### config.mk
export PLATFORM = sky130hd
export DESIGN_NAME = uart_transceiver
export DESIGN_NICKNAME = d
export VERILOG_FILES = /design/src/rtl/uart_pkg.sv /design/src/rtl/uart_baud_gen.sv /design/src/rtl/uart_transceiver.sv
export SDC_FILE = /design/constraint.sdc
export NUM_CORES = 1
export LEC_CHECK = 0
export ABC_AREA = 0
export CAP_MARGIN = 20
export CORE_AREA = 4 4 68 133
export DETAILED_ROUTE_END_ITERATION = 10
export DIE_AREA = 0 0 72 137
export PLACE_DENSITY = 0.65
export SLEW_MARGIN = 20
export SYNTH_ARGS = -nofsm -noshare
export SYNTH_HDL_FRONTEND = slang
export SYNTH_HIERARCHICAL = 1
export SYNTH_SLANG_ARGS = --single-unit
### constraint.sdc
create_clock -name clk -period 3.2 [get_ports clk]
set_clock_uncertainty 0.2 [all_clocks]
set_input_delay 0.48 -clock clk [delete_from_list [all_inputs] [get_ports clk]]
set_output_delay 0.48 -clock clk [all_outputs]
set_load 0.1 [all_outputs]
### src/rtl/uart_pkg.sv
// Shared UART types, baud codes and helpers.
package uart_pkg;

  localparam logic [1:0] BAUD_2400  = 2'b00;
  localparam logic [1:0] BAUD_4800  = 2'b01;
  localparam logic [1:0] BAUD_9600  = 2'b10;
  localparam logic [1:0] BAUD_19200 = 2'b11;

  typedef enum logic [1:0] {
    PAR_NONE = 2'b00,
    PAR_ODD  = 2'b01,
    PAR_EVEN = 2'b10
  } parity_e;

  typedef enum logic [2:0] {
    TX_IDLE, TX_START, TX_DATA, TX_PARITY, TX_STOP
  } tx_state_e;

  typedef enum logic [2:0] {
    RX_IDLE, RX_START, RX_DATA, RX_PARITY, RX_STOP
  } rx_state_e;

  // 2'b11 is an alias for "no parity".
  function automatic parity_e parity_decode(input logic [1:0] code);
    case (code)
      2'b01:   return PAR_ODD;
      2'b10:   return PAR_EVEN;
      default: return PAR_NONE;
    endcase
  endfunction

  // Parity bit that makes data+parity odd (PAR_ODD) or even (otherwise).
  function automatic logic parity_calc(input logic [7:0] d, input parity_e p);
    return (p == PAR_ODD) ? ~^d : ^d;
  endfunction

  // Clocks per oversample tick, rounded to nearest, never below 1.
  function automatic int unsigned baud_div(input int unsigned clk_freq,
                                           input int unsigned os,
                                           input logic [1:0]  code);
    int unsigned rate, den, div;
    rate = 32'd2400 << code;
    den  = rate * os;
    div  = (clk_freq + den / 2) / den;
    return (div == 0) ? 1 : div;
  endfunction

endpackage

### src/rtl/uart_baud_gen.sv
// Oversample tick generator shared by TX and RX.
module uart_baud_gen
  import uart_pkg::*;
#(
  parameter int unsigned CLK_FREQ   = 50_000_000,
  parameter int unsigned OVERSAMPLE = 16
) (
  input  logic       clk,
  input  logic       rst_n,
  input  logic [1:0] baud_rate_i,
  output logic       tick_o
);

  localparam int unsigned DIV0 = baud_div(CLK_FREQ, OVERSAMPLE, BAUD_2400);
  localparam int unsigned DIV1 = baud_div(CLK_FREQ, OVERSAMPLE, BAUD_4800);
  localparam int unsigned DIV2 = baud_div(CLK_FREQ, OVERSAMPLE, BAUD_9600);
  localparam int unsigned DIV3 = baud_div(CLK_FREQ, OVERSAMPLE, BAUD_19200);
  // Slowest rate has the largest divisor; counter runs 0..DIV-1.
  localparam int CNT_W = (DIV0 > 1) ? $clog2(DIV0) : 1;

  logic [CNT_W-1:0] cnt_q, cnt_d, last;
  logic [1:0]       baud_q;
  logic             baud_chg;

  assign baud_chg = (baud_rate_i != baud_q);
  assign tick_o   = (cnt_q == last) && !baud_chg;

  // Terminal count for the currently loaded rate.
  always_comb begin
    case (baud_q)
      BAUD_2400:  last = CNT_W'(DIV0 - 1);
      BAUD_4800:  last = CNT_W'(DIV1 - 1);
      BAUD_9600:  last = CNT_W'(DIV2 - 1);
      default:    last = CNT_W'(DIV3 - 1);
    endcase
  end

  // Free-running count; a rate change restarts it from zero.
  always_comb begin
    cnt_d = cnt_q + 1'b1;
    if (baud_chg || cnt_q == last) cnt_d = '0;
  end

  // Counter and loaded-rate registers.
  always_ff @(posedge clk or negedge rst_n) begin
    if (!rst_n) begin
      cnt_q  <= '0;
      baud_q <= BAUD_2400;
    end else begin
      cnt_q  <= cnt_d;
      baud_q <= baud_rate_i;
    end
  end

endmodule

### src/rtl/uart_transceiver.sv
// Full-duplex 8N1/8O1/8E1 UART: TX serialiser and 16x oversampling RX.
module uart_transceiver
  import uart_pkg::*;
#(
  parameter int unsigned CLK_FREQ   = 50_000_000,
  parameter int unsigned OVERSAMPLE = 16
) (
  input  logic       clk,
  input  logic       reset,
  input  logic [1:0] baud_rate,
  input  logic [1:0] parity_type,
  input  logic       tx_enable,
  input  logic [7:0] tx_din,
  output logic       tx_sending,
  output logic       tx_out,
  input  logic       rx_in,
  output logic [7:0] rx_data,
  output logic       rx_parity_bit,
  output logic       rx_parity_err,
  output logic       recieve_flag
);

  localparam int              OS_W    = $clog2(OVERSAMPLE);
  localparam logic [OS_W-1:0] OS_LAST = OS_W'(OVERSAMPLE - 1);
  localparam logic [OS_W-1:0] OS_MID  = OS_W'(OVERSAMPLE / 2 - 1);

  logic tick;

  uart_baud_gen #(
    .CLK_FREQ   (CLK_FREQ),
    .OVERSAMPLE (OVERSAMPLE)
  ) u_baud (
    .clk         (clk),
    .rst_n       (reset),
    .baud_rate_i (baud_rate),
    .tick_o      (tick)
  );

  // ---------------------------------------------------------------- TX
  tx_state_e       tx_state_q, tx_state_d;
  logic [OS_W-1:0] tx_cnt_q, tx_cnt_d;
  logic [2:0]      tx_idx_q, tx_idx_d;
  logic [7:0]      tx_data_q, tx_data_d;
  parity_e         tx_par_q, tx_par_d;
  logic            tx_bit_done;

  assign tx_bit_done = tick && (tx_cnt_q == OS_LAST);

  // TX state and datapath registers.
  always_ff @(posedge clk or negedge reset) begin
    if (!reset) begin
      tx_state_q <= TX_IDLE;
      tx_cnt_q   <= '0;
      tx_idx_q   <= '0;
      tx_data_q  <= '0;
      tx_par_q   <= PAR_NONE;
    end else begin
      tx_state_q <= tx_state_d;
      tx_cnt_q   <= tx_cnt_d;
      tx_idx_q   <= tx_idx_d;
      tx_data_q  <= tx_data_d;
      tx_par_q   <= tx_par_d;
    end
  end

  // TX next state: each bit lasts OVERSAMPLE ticks; the start bit absorbs
  // the phase of the free-running tick so later bits are tick-aligned.
  always_comb begin
    tx_state_d = tx_state_q;
    tx_cnt_d   = tx_cnt_q;
    tx_idx_d   = tx_idx_q;
    tx_data_d  = tx_data_q;
    tx_par_d   = tx_par_q;
    if (tick && tx_state_q != TX_IDLE) tx_cnt_d = tx_cnt_q + 1'b1;
    case (tx_state_q)
      TX_IDLE: begin
        if (tx_enable) begin
          tx_state_d = TX_START;
          tx_cnt_d   = '0;
          tx_idx_d   = '0;
          tx_data_d  = tx_din;
          tx_par_d   = parity_decode(parity_type);
        end
      end
      TX_START:  if (tx_bit_done) tx_state_d = TX_DATA;
      TX_DATA: begin
        if (tx_bit_done) begin
          tx_idx_d = tx_idx_q + 1'b1;
          if (tx_idx_q == 3'd7)
            tx_state_d = (tx_par_q == PAR_NONE) ? TX_STOP : TX_PARITY;
        end
      end
      TX_PARITY: if (tx_bit_done) tx_state_d = TX_STOP;
      TX_STOP:   if (tx_bit_done) tx_state_d = TX_IDLE;
      default:   tx_state_d = TX_IDLE;
    endcase
    if (tx_bit_done) tx_cnt_d = '0;
  end

  // TX outputs decoded from state; IDLE (and reset) gives a high line.
  always_comb begin
    tx_out     = 1'b1;
    tx_sending = 1'b1;
    case (tx_state_q)
      TX_IDLE:   tx_sending = 1'b0;
      TX_START:  tx_out     = 1'b0;
      TX_DATA:   tx_out     = tx_data_q[tx_idx_q];
      TX_PARITY: tx_out     = parity_calc(tx_data_q, tx_par_q);
      default:   ;
    endcase
  end

  // ---------------------------------------------------------------- RX
  logic [1:0]      rx_sync_q;
  logic            rx_s;
  rx_state_e       rx_state_q, rx_state_d;
  logic [OS_W-1:0] rx_cnt_q, rx_cnt_d;
  logic [2:0]      rx_idx_q, rx_idx_d;
  logic [7:0]      rx_shift_q, rx_shift_d;
  parity_e         rx_par_q, rx_par_d;
  logic            rx_pbit_q, rx_pbit_d;
  logic [7:0]      rx_data_q, rx_data_d;
  logic            rx_pout_q, rx_pout_d;
  logic            rx_perr_q, rx_perr_d;
  logic            rx_flag_q, rx_flag_d;
  logic            rx_sample;

  assign rx_s      = rx_sync_q[1];
  assign rx_sample = tick && (rx_cnt_q == OS_LAST);

  // Two-flop synchroniser for the asynchronous serial input.
  always_ff @(posedge clk or negedge reset) begin
    if (!reset) rx_sync_q <= 2'b11;
    else        rx_sync_q <= {rx_sync_q[0], rx_in};
  end

  // RX state, datapath and result registers.
  always_ff @(posedge clk or negedge reset) begin
    if (!reset) begin
      rx_state_q <= RX_IDLE;
      rx_cnt_q   <= '0;
      rx_idx_q   <= '0;
      rx_shift_q <= '0;
      rx_par_q   <= PAR_NONE;
      rx_pbit_q  <= 1'b0;
      rx_data_q  <= '0;
      rx_pout_q  <= 1'b0;
      rx_perr_q  <= 1'b0;
      rx_flag_q  <= 1'b0;
    end else begin
      rx_state_q <= rx_state_d;
      rx_cnt_q   <= rx_cnt_d;
      rx_idx_q   <= rx_idx_d;
      rx_shift_q <= rx_shift_d;
      rx_par_q   <= rx_par_d;
      rx_pbit_q  <= rx_pbit_d;
      rx_data_q  <= rx_data_d;
      rx_pout_q  <= rx_pout_d;
      rx_perr_q  <= rx_perr_d;
      rx_flag_q  <= rx_flag_d;
    end
  end

  // RX next state: confirm start at half a bit, then sample every full bit
  // so every later sample lands mid-bit. Stop level is not checked.
  always_comb begin
    rx_state_d = rx_state_q;
    rx_cnt_d   = rx_cnt_q;
    rx_idx_d   = rx_idx_q;
    rx_shift_d = rx_shift_q;
    rx_par_d   = rx_par_q;
    rx_pbit_d  = rx_pbit_q;
    rx_data_d  = rx_data_q;
    rx_pout_d  = rx_pout_q;
    rx_perr_d  = rx_perr_q;
    rx_flag_d  = 1'b0;
    if (tick && rx_state_q != RX_IDLE) rx_cnt_d = rx_cnt_q + 1'b1;
    case (rx_state_q)
      RX_IDLE: begin
        if (!rx_s) begin
          rx_state_d = RX_START;
          rx_cnt_d   = '0;
          rx_idx_d   = '0;
          rx_par_d   = parity_decode(parity_type);
          rx_pbit_d  = 1'b0;
        end
      end
      RX_START: begin
        if (tick && rx_cnt_q == OS_MID) begin
          rx_cnt_d   = '0;
          rx_state_d = rx_s ? RX_IDLE : RX_DATA;
        end
      end
      RX_DATA: begin
        if (rx_sample) begin
          rx_shift_d = {rx_s, rx_shift_q[7:1]};
          rx_idx_d   = rx_idx_q + 1'b1;
          if (rx_idx_q == 3'd7)
            rx_state_d = (rx_par_q == PAR_NONE) ? RX_STOP : RX_PARITY;
        end
      end
      RX_PARITY: begin
        if (rx_sample) begin
          rx_pbit_d  = rx_s;
          rx_state_d = RX_STOP;
        end
      end
      RX_STOP: begin
        if (rx_sample) begin
          rx_state_d = RX_IDLE;
          rx_data_d  = rx_shift_q;
          rx_pout_d  = rx_pbit_q;
          rx_perr_d  = (rx_par_q != PAR_NONE) &&
                       (rx_pbit_q != parity_calc(rx_shift_q, rx_par_q));
          rx_flag_d  = 1'b1;
        end
      end
      default: rx_state_d = RX_IDLE;
    endcase
    if (rx_sample) rx_cnt_d = '0;
  end

  // RX outputs come straight from their result registers.
  always_comb begin
    rx_data       = rx_data_q;
    rx_parity_bit = rx_pout_q;
    rx_parity_err = rx_perr_q;
    recieve_flag  = rx_flag_q;
  end

endmodule

# --- Word-level counts from Yosys, hierarchy flattened ---
# Index checks and enable logic that the tools add are counted.
classes:
  n_addsub: 5
  magnitude_cmp: 1
  n_eq_ne: 34
  n_mux: 46
  bitwise_logic: 1
  reduce_logical: 33
ops:
  columns: ["op", "n"]
  rows:
  - ["$mux 3", 18]
  - ["$pmux 11 s3", 1]
  - ["$mux 4", 8]
  - ["$pmux 3 s5", 2]
  - ["$ne 2x2->1 const B", 12]
  - ["$reduce_xnor 8->1", 2]
  - ["$reduce_xor 8->1", 2]
  - ["$eq 3x2->1 const B", 4]
  - ["$eq 3x3->1 const B", 4]
  - ["$pmux 3 s2", 2]
  - ["$reduce_and 6->1", 2]
  - ["$add 11x1->11 const B", 1]
  - ["$eq 11x11->1", 1]
  - ["$mux 11", 1]
  - ["$reduce_and 3->1", 3]
  - ["$add 4x1->4 const B", 2]
  - ["$eq 2x1->1 const B", 4]
  - ["$eq 4x4->1 const B", 2]
  - ["$mux 1", 8]
  - ["$pmux 4 s2", 1]
  - ["$reduce_and 2->1", 4]
  - ["$reduce_bool 2->1", 4]
  - ["$logic_and 1x1->1", 7]
  - ["$add 3x1->3 const B", 2]
  - ["17 further kinds", 23]
totals:
  reg_bits: 67
  out_inout_bits: 13
  wordCells: 138

# --- Logic depth before layout (Yosys ltp) ---
# Gate-level depths: netlist of the first run.
depth:
  word_depth: 9
  depth_mapped: 11
  mapped_depth_nobuf: 9

# --- Hierarchy ---
# The synthesis of the first run kept the hierarchy.
modules_own_cells:
  columns: ["module", "n_inst", "cells_per_inst", "area_each_um2"]
  rows:
  - ["uart_transceiver", 1, 244, 2696.3]
  - ["uart_baud_gen", 1, 80, 834.6]

# --- Worst setup path before layout of the first run ---
# No wires, ideal clock.
synth_path:
  path_kind: "flip-flop to flip-flop"
  from: "register u_baud.baud_q[0]"
  to: "register rx_shift_q[0]"
  setup_time_ns: 0.125
  arrival_time_ns: 2.264
  required_ns: 2.875
  slack_ns: 0.611
  stages_incl_launch_ff: 10
  path_buffers: 2
  period_less_slack_ns: 2.589
  cell_sequence: "dfrtp_1 > buf_4 > nor4b_1 > nand2_1 > a2bb2oi_1 > and3_1 > nand4_4 > nor3_1 > buf_2 > mux2_2"
synth_between:
  elab_chain_cells: 6
  elab_cells_between_ends: 10
synth_rtl:
  columns: ["element", "line_no", "rtl"]
  rows:
  - ["start, declared", "uart_baud_gen.sv:22", "logic [1:0] baud_q;"]
  - ["start signal, assigned", "uart_baud_gen.sv:51", "baud_q <= baud_rate_i;"]
  - ["$eq 2x2->1, or another cell as far along", "uart_baud_gen.sv:30", "case (baud_q)"]
  - ["$pmux 11 s3", "uart_baud_gen.sv:30", null]
  - ["$eq 11x11->1", "uart_baud_gen.sv:26", "assign tick_o = (cnt_q == last) && !baud_chg;"]
  - ["$logic_and 1x1->1 *", "uart_baud_gen.sv:26", null]
  - ["via tick", "uart_transceiver.sv:27", "logic tick;"]
  - ["$logic_and 1x1->1 *", "uart_transceiver.sv:129", "assign rx_sample = tick && (rx_cnt_q == OS_LAST);"]
  - ["$reduce_and 2->1 (no line) *", null, null]
  - ["end signal, assigned", "uart_transceiver.sv:154", "rx_shift_q <= rx_shift_d;"]
  - ["end, declared", "uart_transceiver.sv:119", "logic [7:0] rx_shift_q, rx_shift_d;"]
# Mark *: on every way through the listed nets, which the timed path passes. The rest lies on a longest branch.
# A chain may end at the register's enable or synchronous reset.

# --- Worst setup path after layout of the first run ---
layout_path:
  from: "register u_baud.baud_q[0]"
  to: "register rx_data_q[1], in the netlist rx_data[1]"
layout_between:
  elab_chain_cells: 6
  elab_cells_between_ends: 10
layout_rtl:
  columns: ["element", "line_no", "rtl"]
  rows:
  - ["$eq 2x2->1, or another cell as far along", "uart_baud_gen.sv:30", null]
  - ["$pmux 11 s3", "uart_baud_gen.sv:30", null]
  - ["$eq 11x11->1", "uart_baud_gen.sv:26", null]
  - ["$logic_and 1x1->1 *", "uart_baud_gen.sv:26", null]
  - ["via tick", "uart_transceiver.sv:27", null]
  - ["$logic_and 1x1->1 *", "uart_transceiver.sv:129", null]
  - ["$reduce_and 2->1 (no line) *", null, null]
  - ["end signal, assigned", "uart_transceiver.sv:157", "rx_data_q <= rx_data_d;"]
  - ["end, declared", "uart_transceiver.sv:122", "logic [7:0] rx_data_q, rx_data_d;"]
# Marks and branches as above.

==> results.cfg, run 1 <==
[global_route]
grt-busiest-layer = met2
grt_antenna_before_repair = 0
grt_max_degree = 31
use_met3_pct = 4.26
globalRouteOverflowTotal = 0
grt_pass1_vias = 2575
met2_usage_pct = 30.5
grt_first_pass_wirelength_mm = 12.5
track_usage_pct = 16.7
use_met1_pct = 17.3

[cts]
worst_skew_pair.late_latency_ns = 0.33
clkSinkCount = 67
cts_buffer_depth = 2
cts_hold_buffers = 0
cts_resized = 0
htree_levels = 3
cts_made_buffers = 9
cts.clk_slew.worst_paths_ns = 0.05
cts_tree = done
post_cts_buffers = 0
cts_root_buf = clkbuf_16

[yosys]
ys.warnings.count = 6
ys_seq_area_share_pct = 47.6
async_reset_ff_share_pct = 100
syn_avg_cell_area_um2 = 10.9
synth-edff-count = 0
synthTopCellsByCount = dfrtp_1 (65), nand2_1 (26), mux2_2 (25)
synth_area_um2 = 3530
ys_ff_latch = 67
synth.distinct_cells = 54
synth_most_common_cell = dfrtp_1
syn-instance-count = 324
syn_nets = 347
synth_top_area_share_pct = 46.1
yosys-top-cells-area = dfrtp_1 (46%), mux2_2 (8.0%), xnor2_1 (5.2%)
yosysTopAreaCell = dfrtp_1
synth_flop_cell = dfrtp_1

[setup_path]
rrSetupSlack_ns = 0.39
arrival_ns = 2.82
slowest_stage = or4_4
startpoint = u_baud/baud_q[0]
reg2reg_depth = 7
worstSetupStartpointType = register
r2r_end = rx_data[1]
cpPeakStageDelay_ns = 0.56
crit_chain = nor4b_1, nand2_1, a2bb2oi_1, and3_1, nand4_4, or4_4, mux2_2
timing.rr.start = u_baud/baud_q[0]
worstSetupPathType = reg -> reg
crit_path_end_kind = register
cp_max_fo = 12
crit_required_ns = 3.21

[floorplanning]
row_count = 46
io_pins = 29
design.core.area_um2 = 7940
initial_core_util_pct = 44.5
die_y_um = 137
die-width_um = 72
dieArea_um2 = 9860

[drt]
via_per_inst = 5.51
drt_first_pass_iters = 4
vias = 2505
avgRoutedWirePerCell_um = 16.1
drt_iter0_drc = 83
drc = 0
wl_mm = 7.30
ant_nets = 0

[placement]
portBuffers = 28
place_ws_ns = 0.173
dp_hpwl_mm = 5.51
gp_congestion = 0.821

[power]
p_seq_share_pct = 38.2
sw_frac_of_total_pct = 31.8
internal_power_w = 0.00184
cellPowerDensity_nw_per_um2 = 651
p_leak_nw = 1.83
p_comb_share_pct = 28.9
clockPowerShare_pct = 33.0
ir_worst_vdd_v = 0.000421
switching_power_w = 0.000857

[hold_path]
min_path_type = in -> async

[status]
violations = hold timing
status = complete, but fails checks

[timing]
worstMarginPinSlew_ns = 0.702
slew_viol_final = 0
rsz0062_at_grt = false
finalSetupTns_ns = 0
fin_crit_ns = 2.81
setup_ws_ns = 0.391
relSlewSlack_pct = 53.2
setup_viol = 0
worst_hold_slack_ns = -0.00442
period_share_pct = 87.8
clock.fmax_mhz = 356
hold_viol = 5

[finish]
antenna_cells = 0
fin_nets = 378
drive_above_1_share_pct = 21.7
area_growth_pct = 17.2

[run]
maxCapViolCount = 0
==> power by group through the flow <==
stage / clock [W] / sequential [W] / combinational [W]
after floorplan: 0 / 0.000995 / 0.000612
after global placement: 0 / 0.00104 / 0.000784
after detailed placement: 0 / 0.00104 / 0.000791
after CTS: 0.000915 / 0.00103 / 0.000791
after global routing: 0.000960 / 0.00104 / 0.000840
final: 0.000888 / 0.00103 / 0.000778
==> layer usage <==
layer  up-vias  part of all wire [%]
li1       1222                     -
met1      1238                    37
met2        37                    58
met3         8                   2.9
met4         0                   1.9
met5         -                     0
==> flip-flops by register name, summed over array words and instances (netlist names), 3 cells and up <==
| register | count |
|---|---|
| tx_state_q | 3 |
| rx_cnt_q | 4 |
| rx_data | 8 |
| rx_state_q | 3 |
| rx_shift_q | 8 |
| tx_cnt_q | 4 |
| tx_data_q | 8 |
| tx_idx_q | 3 |
| rx_idx_q | 3 |
| u_baud/cnt_q | 11 |
==> metrics by stage <==
step                instance area (µm²)  std cells  power (W)  hold WS [ns]  util (%)
floorplan                          3530        324    0.00161       -0.0156         -
global placement                   3870        440    0.00182         0.147      48.7
detailed placement                 3870        440    0.00183         0.149      48.7
CTS                                4140        455    0.00273        0.0240      52.1
global route                       4140        455    0.00284        0.0439      52.1
finish                             4140        455    0.00269      -0.00442      52.1
==> how the worst max path moves through the flow <==
| stage | end | slack (ns) |
|---|---|---|
| after floorplan | rx_shift_q[0] | 0.61 |
| after global placement | rx_data[0] | 0.23 |
| after detailed placement | rx_data[1] | 0.17 |
| after CTS | rx_data[1] | 0.38 |
| after global routing | tx_state_q[0] | 0.12 |
| final | rx_data[1] | 0.39 |
==> placed cells by master (no fill, tap or decap), types with 3 or more instances in the layout <==
| cell type | synthesis | layout |
|---|---|---|
| clkdlybuf4s50_1 | 0 | 14 |
| xnor2_1 | 21 | 21 |
| o21ai_0 | 19 | 19 |
| nor3_1 | 7 | 7 |
| buf_4 | 2 | 19 |
| clkbuf_16 | 0 | 9 |
| a211oi_2 | 9 | 9 |
| clkinv_2 | 0 | 3 |
| ha_1 | 7 | 7 |
| a211oi_1 | 3 | 3 |
| mux2i_1 | 4 | 4 |
| nand2b_1 | 6 | 6 |
| nor2b_1 | 3 | 3 |
| mux2_2 | 25 | 25 |
| nor2_1 | 24 | 24 |
| a21oi_1 | 13 | 13 |
| nand2_1 | 26 | 26 |
| nand3_1 | 7 | 7 |
| dfrtp_1 | 65 | 65 |
| xor2_1 | 6 | 6 |
| inv_1 | 11 | 11 |
| nand4_1 | 6 | 6 |
| a31oi_1 | 3 | 3 |
==> worst max-delay path: cells and delay by family (launching register included) <==
kind / cells / cell delay, ns
compound gates: 1 / 0.19
flops: 1 / 0.46
mux: 1 / 0.31
simple gates: 5 / 1.53
==> cell families after synthesis <==
family	share of synthesized area (%)
multiplexers	10.4
flip-flops	47.6
adder cells (fa/ha/maj)	2.48
AND/OR/NAND/NOR	14.9
AO/OA/AOI/OAI	13.0
buffers and inverters	3.76
XOR/XNOR	7.97
==> layout make-up <==
type / count / area, µm²
fill: 726 / 3810
multi-input combinational: 231 / 1720
clock buffer: 10 / 239
timing repair buffer: 35 / 308
tap: 96 / 120
sequential: 67 / 1680
inverter: 11 / 41.3
clock inverter: 5 / 30.0
Power figures use the tool's default switching activity.
==> run 2: changes to the inputs <==
- CORE_AREA: 4 4 68 133 -> 2 2 66 131
- DIE_AREA: 0 0 72 137 -> 0 0 68 133
- DONT_BUFFER_PORTS: unset -> 1
- PLACE_DENSITY: 0.65 -> 0.6
- TNS_END_PERCENT: unset -> 10
==> results.cfg, run 2 (synthesized netlist as in run 1, its figures left out) <==
[finish]
antenna_cells = 0
fin_nets = 353
largest-register = u_baud/cnt_q
drive_above_1_share_pct = 19.1
layout_common_cells = dfrtp_1 (65), nand2_1 (26), mux2_2 (25)
largest_register_ffs = 11
final_core_util_pct = 49.2
area_growth_pct = 13.1
final_common_cell = dfrtp_1
finalNonFillerCells = 433

[timing]
clock.fmax_mhz = 339
hold_viol = 0
worstMarginPinSlew_ns = 0.988
relSlewSlack_pct = 34.1
worst_hold_slack_ns = 0.103
period_share_pct = 92.1
finalSetupTns_ns = 0
slew_viol_final = 0
fin_crit_ns = 2.95
rsz0062_at_grt = false
setup_viol = 0

[floorplanning]
die-width_um = 68
initial_core_util_pct = 43.5
row_count = 47
design.core.area_um2 = 8120
die_y_um = 133
io_pins = 29
dieArea_um2 = 9040

[drt]
drt_first_pass_iters = 4
vias = 2476
via_per_inst = 5.72
avgRoutedWirePerCell_um = 15.5
drc = 0
drt_iter0_drc = 198
ant_nets = 0
wl_mm = 6.70

[setup_path]
rrSetupSlack_ns = 0.25
arrival_ns = 2.98
crit_path_end_kind = register
cp_max_fo = 12
crit_required_ns = 3.24
reg2reg_depth = 10
worstSetupPathType = reg -> reg
timing.rr.start = u_baud/baud_q[0]
worstSetupStartpointType = register
r2r_end = tx_idx_q[0]

[cts]
cts_hold_buffers = 5
clkSinkCount = 67
cts_resized = 0
cts_buffer_depth = 2
cts_root_buf = clkbuf_16
worst_skew_pair.late_latency_ns = 0.33
cts.clk_slew.worst_paths_ns = 0.06
htree_levels = 3
post_cts_buffers = 0
cts_made_buffers = 9
cts_tree = done

[power]
p_comb_share_pct = 24.8
switching_power_w = 0.000823
p_seq_share_pct = 37.0
ir_worst_vdd_v = 0.000438
p_leak_nw = 1.76
sw_frac_of_total_pct = 29.6
internal_power_w = 0.00195
finalPower_w = 0.00277
cellPowerDensity_nw_per_um2 = 694
clockPowerShare_pct = 38.2

[global_route]
met2_usage_pct = 25.6
use_met1_pct = 21.9
grt_max_degree = 68
grt_antenna_before_repair = 0
grt-busiest-layer = met2
grt_first_pass_wirelength_mm = 11.7
globalRouteOverflowTotal = 0
track_usage_pct = 16.9
grt_pass1_vias = 2498
use_met3_pct = 4.25

[hold_path]
min_from = tx_din[3]
whs_endpoint = tx_data_q[3]
min_path_type = in -> reg
whs_path_depth = 1

[placement]
gp_congestion = 0.778
dp_hpwl_mm = 4.61
portBuffers = 0
dp_cells = 412

[status]
status = finished clean

[run]
maxCapViolCount = 0
-- run 2: changes by cell type in the layout (fill, tap and decap cells not counted), moves of 2 or more --
cell / delta
buf_4: -14
bufinv_16: +2
clkdlybuf4s50_1: -14
clkinvlp_4: -2
dlygate4sd3_1: +4
-- run 2: worst max-delay path, cell delays in order, from the launching register on --
cell,delay [ns]
dfrtp_1,0.46
nor2b_1,0.18
o211ai_1,0.20
and4b_4,0.41
and3_1,0.27
buf_4,0.19
nand4_1,0.16
buf_4,0.21
nor3_1,0.26
mux2i_1,0.13
o21ai_0,0.19
-- run 2: power groups by stage --
| stage | clock network, W | registers [W] | logic (W) |
|---|---|---|---|
| 6_report | 0.00106 | 0.00103 | 0.000689 |
| 5_1_grt | 0.00114 | 0.00104 | 0.000743 |
| 4_1_cts | 0.00109 | 0.00103 | 0.000699 |
| 3_5_place_dp | 0 | 0.00104 | 0.000669 |
| 3_3_place_gp | 0 | 0.00104 | 0.000665 |
| 2_1_floorplan | 0 | 0.000995 | 0.000612 |
-- run 2: final cells by class --
cell class                      count  area (µm²)
Tap cell                           98         123
Inverter                           11        41.3
Fill cell                         757        4120
Clock inverter                      5        75.1
Sequential cell                    67        1680
Timing Repair Buffer               10         105
Multi-Input combinational cell    231        1720
Clock buffer                       11         253
-- run 2: worst max path at each step --
stage | from | to | depth (start not counted)
floorplan | u_baud/baud_q[0] | rx_shift_q[0] | 9
global route | u_baud/baud_q[0] | tx_state_q[0] | 10
CTS | u_baud/baud_q[0] | tx_idx_q[0] | 10
global placement | u_baud/baud_q[0] | tx_state_q[0] | 10
detailed placement | u_baud/baud_q[0] | tx_idx_q[0] | 10
finish | u_baud/baud_q[0] | tx_idx_q[0] | 10
-- run 2: metal layers --
metal  routed length (µm)  up-vias  part of all wire, %
met2                 3380       59                   50
li1                     -     1177                    -
met3                  267       13                  4.0
met5                    0        -                    0
met4                  150        0                  2.2
met1                 2900     1227                   43
-- run 2: metrics by stage --
stage | setup slack (ns) | area [µm²]
global placement | 0.385 | 3600
CTS | 0.254 | 4000
floorplan | 0.611 | 3530
global route | 0.0734 | 4000
finish | 0.254 | 4000
detailed placement | 0.277 | 3600
==> run 3: changes to the inputs <==
- CORE_AREA: 2 2 66 131 -> 5 5 69 134
- DIE_AREA: 0 0 68 133 -> 0 0 74 139
- REMOVE_ABC_BUFFERS: unset -> 1
==> results.cfg, run 3 (synthesized netlist as in run 1, its figures left out) <==
[drt]
drt_iter0_drc = 108
ant_nets = 0
via_per_inst = 5.62
avgRoutedWirePerCell_um = 16.5
drc = 0
vias = 2433
drt_first_pass_iters = 4
wl_mm = 7.16

[cts]
cts_tree = done
cts_hold_buffers = 5
cts_made_buffers = 9
cts_resized = 0
post_cts_buffers = 0
cts.clk_slew.worst_paths_ns = 0.05
htree_levels = 3
worst_skew_pair.late_latency_ns = 0.33
cts_root_buf = clkbuf_16
clkSinkCount = 67
cts_buffer_depth = 2

[setup_path]
reg2reg_depth = 7
crit_required_ns = 3.21
rrSetupSlack_ns = 0.32
worstSetupStartpointType = register
crit_path_end_kind = register
r2r_end = rx_data[2]
worstSetupPathType = reg -> reg
startpoint = u_baud/baud_q[0]
timing.rr.start = u_baud/baud_q[0]
cp_max_fo = 12
arrival_ns = 2.90

[power]
finalPower_w = 0.00273
internal_power_w = 0.00186
p_leak_nw = 1.73
clockPowerShare_pct = 36.4
ir_worst_vdd_v = 0.000518
cellPowerDensity_nw_per_um2 = 687
sw_frac_of_total_pct = 31.8
p_seq_share_pct = 37.6
switching_power_w = 0.000869
p_comb_share_pct = 26.0

[placement]
gp_congestion = 0.874
portBuffers = 0
place_ws_ns = 0.321
dp_cells = 412
place_area_um2 = 3600
dp_hpwl_mm = 5.11

[timing]
setup_viol = 0
fin_crit_ns = 2.88
hold_viol = 0
setup_ws_ns = 0.315
rsz0062_at_grt = false
clock.fmax_mhz = 347
slew_viol_final = 0
relSlewSlack_pct = 34.2
worstMarginPinSlew_ns = 0.986
period_share_pct = 90.1
finalSetupTns_ns = 0

[finish]
fin_nets = 353
antenna_cells = 0
finalNonFillerCells = 433
largest_register_ffs = 11
area_growth_pct = 12.5
fillers = 750
largest-register = u_baud/cnt_q
fin_area_um2 = 3970
layout_common_cells = dfrtp_1 (65), nand2_1 (26), mux2_2 (25)
final_common_cell = dfrtp_1
drive_above_1_share_pct = 18.8

[global_route]
grt_max_degree = 68
grt_pass1_vias = 2515
grt_antenna_before_repair = 0
grt_first_pass_wirelength_mm = 12.1
track_usage_pct = 15.4
globalRouteOverflowTotal = 0

[hold_path]
min_path_type = in -> reg
whs_endpoint = tx_data_q[7]
min_from = tx_din[7]
whs_path_depth = 1

[status]
status = finished clean

[floorplanning]
row_count = 47
die_y_um = 139
io_pins = 29
dieArea_um2 = 10300
die-width_um = 74
design.core.area_um2 = 8170
initial_core_util_pct = 43.2

[run]
maxCapViolCount = 0
==> run 3: power groups by stage <==
stage	clock (W)	combinational, W	sequential [W]
global placement	0	0.000682	0.00104
CTS	0.00102	0.000718	0.00103
global route	0.00107	0.000766	0.00104
finish	0.000993	0.000709	0.00103
floorplan	0	0.000584	0.00101
detailed placement	0	0.000693	0.00104
==> run 3: stage by stage <==
step                hold WS (ns)  utilization [%]
floorplan                -0.0156                -
global placement         -0.0140             44.0
detailed placement       -0.0139             44.0
CTS                       0.0809             48.6
global route              0.0753             48.6
finish                    0.0961             48.6
==> run 3: layout make-up <==
cell class / instances / area [µm²] / area share [%]
repair buffers: 10 / 105 / 2.65
flip-flops and latches: 67 / 1680 / 42.3
multi-input cells: 231 / 1720 / 43.3
clock inverters: 5 / 61.3 / 1.54
clock buffers: 11 / 243 / 6.11
well taps: 98 / 123 / 3.09
inverters: 11 / 41.3 / 1.04
==> run 3: worst max path at each step <==
| stage | end | slack (ns) | depth (start not counted) |
|---|---|---|---|
| 4_1_cts | rx_data[2] | 0.31 | 7 |
| 6_report | rx_data[2] | 0.32 | 7 |
| 5_1_grt | tx_state_q[0] | 0.06 | 9 |
| 3_3_place_gp | rx_data[2] | 0.39 | 7 |
| 3_5_place_dp | rx_data[1] | 0.32 | 7 |
| 2_1_floorplan | rx_shift_q[0] | -0.60 | 7 |
==> run 3: critical path, stage by stage, from the launching register on <==
cell and delay, ns:
dfrtp_1 0.46, nor2b_1 0.18, o211ai_1 0.19, and4b_4 0.41, and3_1 0.31, nand4_4 0.15, or4_4 0.55, mux2_2 0.31
==> run 3: routing by layer <==
metal	GRT usage, %	vias to the layer above	share of wire (%)
met5	0	-	0
met4	7.26	0	2.4
met3	4.43	13	3.5
met2	26.6	40	56
met1	16.6	1204	38
li1	-	1176	-
